File: src/rtl/keypad_pkg.sv
// Shared keypad definitions: key codes, entry FSM states and key classification.
package keypad_pkg;

  typedef logic [3:0] key_code_t;

  localparam key_code_t KEY_CONFIRM   = 4'hA;
  localparam key_code_t KEY_CLEAR     = 4'hB;
  localparam key_code_t KEY_BACKSPACE = 4'hC;

  typedef enum logic [1:0] {
    IDLE  = 2'd0,
    ENTRY = 2'd1,
    DONE  = 2'd2
  } state_t;

  // Codes 0..9 are numeric digits; everything above is a command or unused.
  function automatic logic is_digit(key_code_t k);
    return (k <= 4'd9);
  endfunction

endpackage

File: src/rtl/key_edge_detect.sv
// Rising-edge detector for the scanner's debounced press level. The history
// register resets high so a key held through reset release yields no event.
module key_edge_detect (
  input  logic clk,
  input  logic rst_n,
  input  logic press_i,
  output logic ev_o
);

  logic press_q;

  // Remember last cycle's press level; reset high to mask held keys.
  always_ff @(posedge clk or negedge rst_n) begin
    if (!rst_n) begin
      press_q <= 1'b1;
    end else begin
      press_q <= press_i;
    end
  end

  assign ev_o = press_i & ~press_q;

endmodule

File: src/rtl/key_entry_decoder.sv
// Keypad entry decoder: turns key press events into a confirmed decimal
// number (up to MAX_DIGITS digits) with confirm/clear/backspace handling,
// an inactivity timeout, and a valid/ack handoff to the consumer.
module key_entry_decoder
  import keypad_pkg::*;
#(
  parameter int MAX_DIGITS     = 2,
  parameter int VAL_W          = 7,
  parameter int TIMEOUT_CYCLES = 10000
) (
  input  logic             clk,
  input  logic             rst_n,
  input  logic [3:0]       key_value,
  input  logic             press,
  input  logic             num_ack,
  output logic [VAL_W-1:0] value,
  output logic [3:0]       bcd_tens,
  output logic [3:0]       bcd_ones,
  output logic [1:0]       digit_cnt,
  output logic             num_valid,
  output logic             busy,
  output logic             timeout,
  output logic             key_err
);

  localparam int TMO_W = ($clog2(TIMEOUT_CYCLES) > 0) ? $clog2(TIMEOUT_CYCLES) : 1;
  localparam logic [TMO_W-1:0] TMO_LAST = TMO_W'(TIMEOUT_CYCLES - 1);
  localparam logic [1:0]       CNT_MAX  = 2'(MAX_DIGITS);

  logic ev_s;

  state_t           state_q, state_d;
  logic [VAL_W-1:0] value_q, value_d;
  logic [3:0]       tens_q, tens_d;
  logic [3:0]       ones_q, ones_d;
  logic [1:0]       digit_cnt_q, digit_cnt_d;
  logic [TMO_W-1:0] tmo_q, tmo_d;
  logic             num_valid_q, num_valid_d;
  logic             busy_q, busy_d;
  logic             timeout_q, timeout_d;
  logic             key_err_q, key_err_d;

  // value*10 + d in a widened intermediate, then truncated back to VAL_W.
  logic [VAL_W+3:0] value_ext_s;
  logic [VAL_W+3:0] value_x10_s;

  key_edge_detect u_edge (
    .clk     (clk),
    .rst_n   (rst_n),
    .press_i (press),
    .ev_o    (ev_s)
  );

  assign value_ext_s = {4'd0, value_q};
  assign value_x10_s = (value_ext_s << 3) + (value_ext_s << 1)
                     + {{VAL_W{1'b0}}, key_value};

  // Entry FSM: next state, accumulator update, timeout and error pulses.
  always_comb begin
    state_d     = state_q;
    value_d     = value_q;
    tens_d      = tens_q;
    ones_d      = ones_q;
    digit_cnt_d = digit_cnt_q;
    tmo_d       = tmo_q;
    timeout_d   = 1'b0;
    key_err_d   = 1'b0;

    case (state_q)
      IDLE: begin
        tmo_d = '0;
        if (ev_s) begin
          if (is_digit(key_value)) begin
            value_d     = VAL_W'(key_value);
            ones_d      = key_value;
            tens_d      = 4'd0;
            digit_cnt_d = 2'd1;
            state_d     = ENTRY;
          end else begin
            key_err_d = 1'b1;
          end
        end else begin
          state_d = IDLE;
        end
      end

      ENTRY: begin
        if (ev_s) begin
          tmo_d = '0;
          if (is_digit(key_value)) begin
            if (digit_cnt_q < CNT_MAX) begin
              value_d     = value_x10_s[VAL_W-1:0];
              tens_d      = ones_q;
              ones_d      = key_value;
              digit_cnt_d = digit_cnt_q + 2'd1;
            end else begin
              key_err_d = 1'b1;
            end
          end else begin
            case (key_value)
              KEY_CONFIRM: begin
                state_d = DONE;
              end
              KEY_CLEAR: begin
                value_d     = '0;
                tens_d      = 4'd0;
                ones_d      = 4'd0;
                digit_cnt_d = 2'd0;
                state_d     = IDLE;
              end
              KEY_BACKSPACE: begin
                value_d     = value_q / VAL_W'(10);
                ones_d      = tens_q;
                tens_d      = 4'd0;
                digit_cnt_d = digit_cnt_q - 2'd1;
                if (digit_cnt_q == 2'd1) begin
                  state_d = IDLE;
                end else begin
                  state_d = ENTRY;
                end
              end
              default: begin
                key_err_d = 1'b1;
              end
            endcase
          end
        end else if (tmo_q == TMO_LAST) begin
          value_d     = '0;
          tens_d      = 4'd0;
          ones_d      = 4'd0;
          digit_cnt_d = 2'd0;
          tmo_d       = '0;
          timeout_d   = 1'b1;
          state_d     = IDLE;
        end else begin
          tmo_d = tmo_q + TMO_W'(1);
        end
      end

      DONE: begin
        tmo_d = '0;
        // Key events are ignored here, including one coincident with ack.
        if (num_ack) begin
          value_d     = '0;
          tens_d      = 4'd0;
          ones_d      = 4'd0;
          digit_cnt_d = 2'd0;
          state_d     = IDLE;
        end else begin
          state_d = DONE;
        end
      end

      default: begin
        value_d     = '0;
        tens_d      = 4'd0;
        ones_d      = 4'd0;
        digit_cnt_d = 2'd0;
        tmo_d       = '0;
        state_d     = IDLE;
      end
    endcase

    num_valid_d = (state_d == DONE);
    busy_d      = (state_d != IDLE);
  end

  // State and output registers; all outputs come straight from flops.
  always_ff @(posedge clk or negedge rst_n) begin
    if (!rst_n) begin
      state_q     <= IDLE;
      value_q     <= '0;
      tens_q      <= 4'd0;
      ones_q      <= 4'd0;
      digit_cnt_q <= 2'd0;
      tmo_q       <= '0;
      num_valid_q <= 1'b0;
      busy_q      <= 1'b0;
      timeout_q   <= 1'b0;
      key_err_q   <= 1'b0;
    end else begin
      state_q     <= state_d;
      value_q     <= value_d;
      tens_q      <= tens_d;
      ones_q      <= ones_d;
      digit_cnt_q <= digit_cnt_d;
      tmo_q       <= tmo_d;
      num_valid_q <= num_valid_d;
      busy_q      <= busy_d;
      timeout_q   <= timeout_d;
      key_err_q   <= key_err_d;
    end
  end

  assign value     = value_q;
  assign bcd_tens  = tens_q;
  assign bcd_ones  = ones_q;
  assign digit_cnt = digit_cnt_q;
  assign num_valid = num_valid_q;
  assign busy      = busy_q;
  assign timeout   = timeout_q;
  assign key_err   = key_err_q;

endmodule

File: config.mk
export PLATFORM = sky130hd
export DESIGN_NAME = key_entry_decoder
export DESIGN_NICKNAME = d
export VERILOG_FILES = /design/src/rtl/keypad_pkg.sv /design/src/rtl/key_edge_detect.sv /design/src/rtl/key_entry_decoder.sv
export SDC_FILE = /design/constraint.sdc
export NUM_CORES = 1
export LEC_CHECK = 0
export ABC_AREA = 1
export CELL_PAD_IN_SITES_DETAIL_PLACEMENT = 2
export CELL_PAD_IN_SITES_GLOBAL_PLACEMENT = 2
export CORE_MARGIN = 5
export CORE_UTILIZATION = 36
export CTS_BUF_LIST = sky130_fd_sc_hd__clkbuf_16
export DETAILED_ROUTE_END_ITERATION = 10
export PLACE_DENSITY = 0.95
export SLEW_MARGIN = 20
export SYNTH_ARGS = -nofsm -noshare
export SYNTH_HDL_FRONTEND = slang
export SYNTH_SLANG_ARGS = --single-unit
export TNS_END_PERCENT = 30
File: constraint.sdc
create_clock -name clk -period 3.2 [get_ports clk]
set_clock_uncertainty 0.05 [all_clocks]
set_input_delay 0.96 -clock clk [delete_from_list [all_inputs] [get_ports clk]]
set_output_delay 0.96 -clock clk [all_outputs]
set_load 0.005 [all_outputs]
==> metrics.yaml <==
outcome: "complete, no violations"
grt_pass1_wl_um: 16200
die_area_um2: 8250
drive_above_1_share: 0.145
syn_area_um2: 2350
synthAdderAreaFrac: 0.0809
grt_pass1_vias: 2713
synth_flop_cell: "dfrtp_1"
area_growth_syn_to_layout_pct: 23.2
core-area_um2: 6350
slowest_delay_ns: 0.67
cts_tree: "yes"
dieHeight_um: 90.8
muxShareOfSynthArea: 0
ioPinCount: 29
cts.sinks: 38
synth_edf_count: 0
yosys.area_share.simple: 0.242
synth-compound-area-share: 0.178
routed-via-count: 2347
antenna_found_initial: 0
layout_min_cycle_time_ns: 3.08
num_rows: 29
dp_cells: 394
h-tree-depth: 2
clk_pin_slew_ns: 0.05
async_flop_share: 1.00
crit_arrival_ns: 3.23
start_util: 0.370
slew_headroom: 0.387
start_kind: "primary input"
hold_buffers: 0
die_w_um: 90.8
grt_max_degree: 39
post_cts_buffers: 0
power.density_nw_per_um2: 823
grt_use_total: 0.255
final_antenna_net_count: 0
root_buffer: "clkbuf_16"
dr.pass1.iters: 4
ys_seq_elements: 38
drtIter0Drc: 71
p_leak_nw: 1.33
crit_path_end_kind: "flip-flop"
tightestPinTransition_ns: 0.920
gp_congestion: 0.870
avgSynthCellArea_um2: 8.31
fin_setup_tns_ns: 0
final_common_cell: "nand2_1"
critPathRequiredTime_ns: 3.35
cp_slowest_cell: "clkdlybuf4s50_1"
maxCapViolations: 0
cts_buffers: 5
final_cells: 402
synthesis.nets: 305
synthXorXnorAreaFrac: 0.0149
finalCritPeriodShare: 0.963
post_cts_resized: 0
clk_latency_ns: 0.28
ir_drop_v: 0.000444
post_synth_num_cell_types: 45
seq_area_frac_synth: 0.405
overflow: 0
worst-path-max-fanout: 19
vias_per_cell: 5.84
fmax_mhz: 325
rsz0062_at_grt: "false"
fin_nets: 346
setup_viol: 0
path_class: "primary input to flip-flop"
remaining_drc_errors: 0
netlist_instances: 283
path_delay_family: "buffers and inverters"
holdCritPathClass: "flip-flop to flip-flop"
pre_cts_ws_ns: -0.0908
io_buffer_count: 28
finalMaxSlewViolations: 0
dp_hpwl_um: 6860
path_cells: "clkdlybuf4s50_1 > nand3_1 > o21ai_2 > nor2_1 > a21oi_2 > nand3_2 > inv_4 > o2111ai_1 > o21ai_1"
clockBufferDepth: 2
routedWlPerCell_um: 25.4
routed_wl_um: 10200
n_antenna_cell: 0
path_buf_inv: 2
synth_top_family_by_area: "simple AND/OR/NAND/NOR gates"
final_cell_mix: "nand2_1, dfrtp_1, inv_1, nor2_1, clkdlybuf4s50_1"
finalHoldViolations: 0
yosysWarnings: 0
timing.final.ws_setup_ns: 0.119
[cell usage after synthesis, drive strengths merged (3+ instances only)]
| master | n | area [um2] |
|---|---|---|
| nand2 | 50 | 193 |
| dfrtp | 37 | 926 |
| nand4 | 3 | 25.0 |
| or2 | 3 | 18.8 |
| nor2 | 31 | 141 |
| buf | 4 | 38.8 |
| nand3 | 24 | 135 |
| ha | 12 | 150 |
| inv | 39 | 149 |
| o21ai | 21 | 128 |
| a21oi | 21 | 116 |
| o211ai | 4 | 30.0 |
| nor3 | 6 | 30.0 |
[stage by stage]
| stage | util | total power, W | cell area (um2) | hold slack, ns |
|---|---|---|---|---|
| 2_1_floorplan | - | 0.00133 | 2350 | 0.383 |
| 3_3_place_gp | 0.435 | 0.00169 | 2760 | 0.400 |
| 6_report | 0.457 | 0.00239 | 2900 | 0.478 |
| 5_1_grt | 0.457 | 0.00254 | 2900 | 0.498 |
| 3_5_place_dp | 0.435 | 0.00184 | 2760 | 0.446 |
| 4_1_cts | 0.457 | 0.00238 | 2900 | 0.475 |
[cell type report]
class | count | area, um2
fill | 681 | 3450
multi-input combinational | 202 | 1210
sequential | 38 | 952
timing repair buffer | 38 | 350
inverter | 39 | 149
clock buffer | 5 | 125
tap | 77 | 96.3
clock inverter | 3 | 13.8
[power breakdown]
group	leakage (nW)	total (W)	switching (W)	internal (W)
Combinational	0.752	0.00118	0.000701	0.000478
Sequential	0.499	0.000723	0.000146	0.000576
Clock	0.0748	0.000485	0.000202	0.000283
Total	1.33	0.00239	0.00105	0.00134
[kinds of logic (layout without fill, tap and decap cells)]
logic type / Yosys count / after routing
XOR/XNOR: 4 / 4
adder cells (fa/ha/maj): 14 / 14
buffers and inverters: 43 / 85
flip-flops: 38 / 38
AO/OA/AOI/OAI: 63 / 63
AND/OR/NAND/NOR: 121 / 121
[worst paths after layout]
check / startpoint / endpoint / slack (ns) / depth (start not counted)
max: key_value[1] / digit_cnt[1] / 0.12 / 9
min: tmo_q[0] / tmo_q[0] / 0.48 / 1
max reg2reg: value[2] / value[6] / 0.76 / 6
min reg2reg: tmo_q[0] / tmo_q[0] / 0.48 / 1
max in group asynchronous: rst_n / value[0] / 1.77 / 1
min in group asynchronous: rst_n / tmo_q[9] / 0.77 / 1
[routing by layer]
| metal | vias to the layer above | global-route usage | wire length (um) |
|---|---|---|---|
| met2 | 79 | 0.447 | 5290 |
| met1 | 1212 | 0.302 | 4130 |
| met3 | 29 | 0.0533 | 405 |
| li1 | 1027 | - | - |
| met5 | - | 0 | 0 |
| met4 | 0 | 0.0990 | 381 |
[sequential cells by signal (all words and copies together), names as in the netlist, 2 cells and up]
signal and count:
digit_cnt 2, bcd_tens 4, value 7, state_q 2, tmo_q 14, bcd_ones 4
No activity file was read; power rests on OpenSTA's default activity.
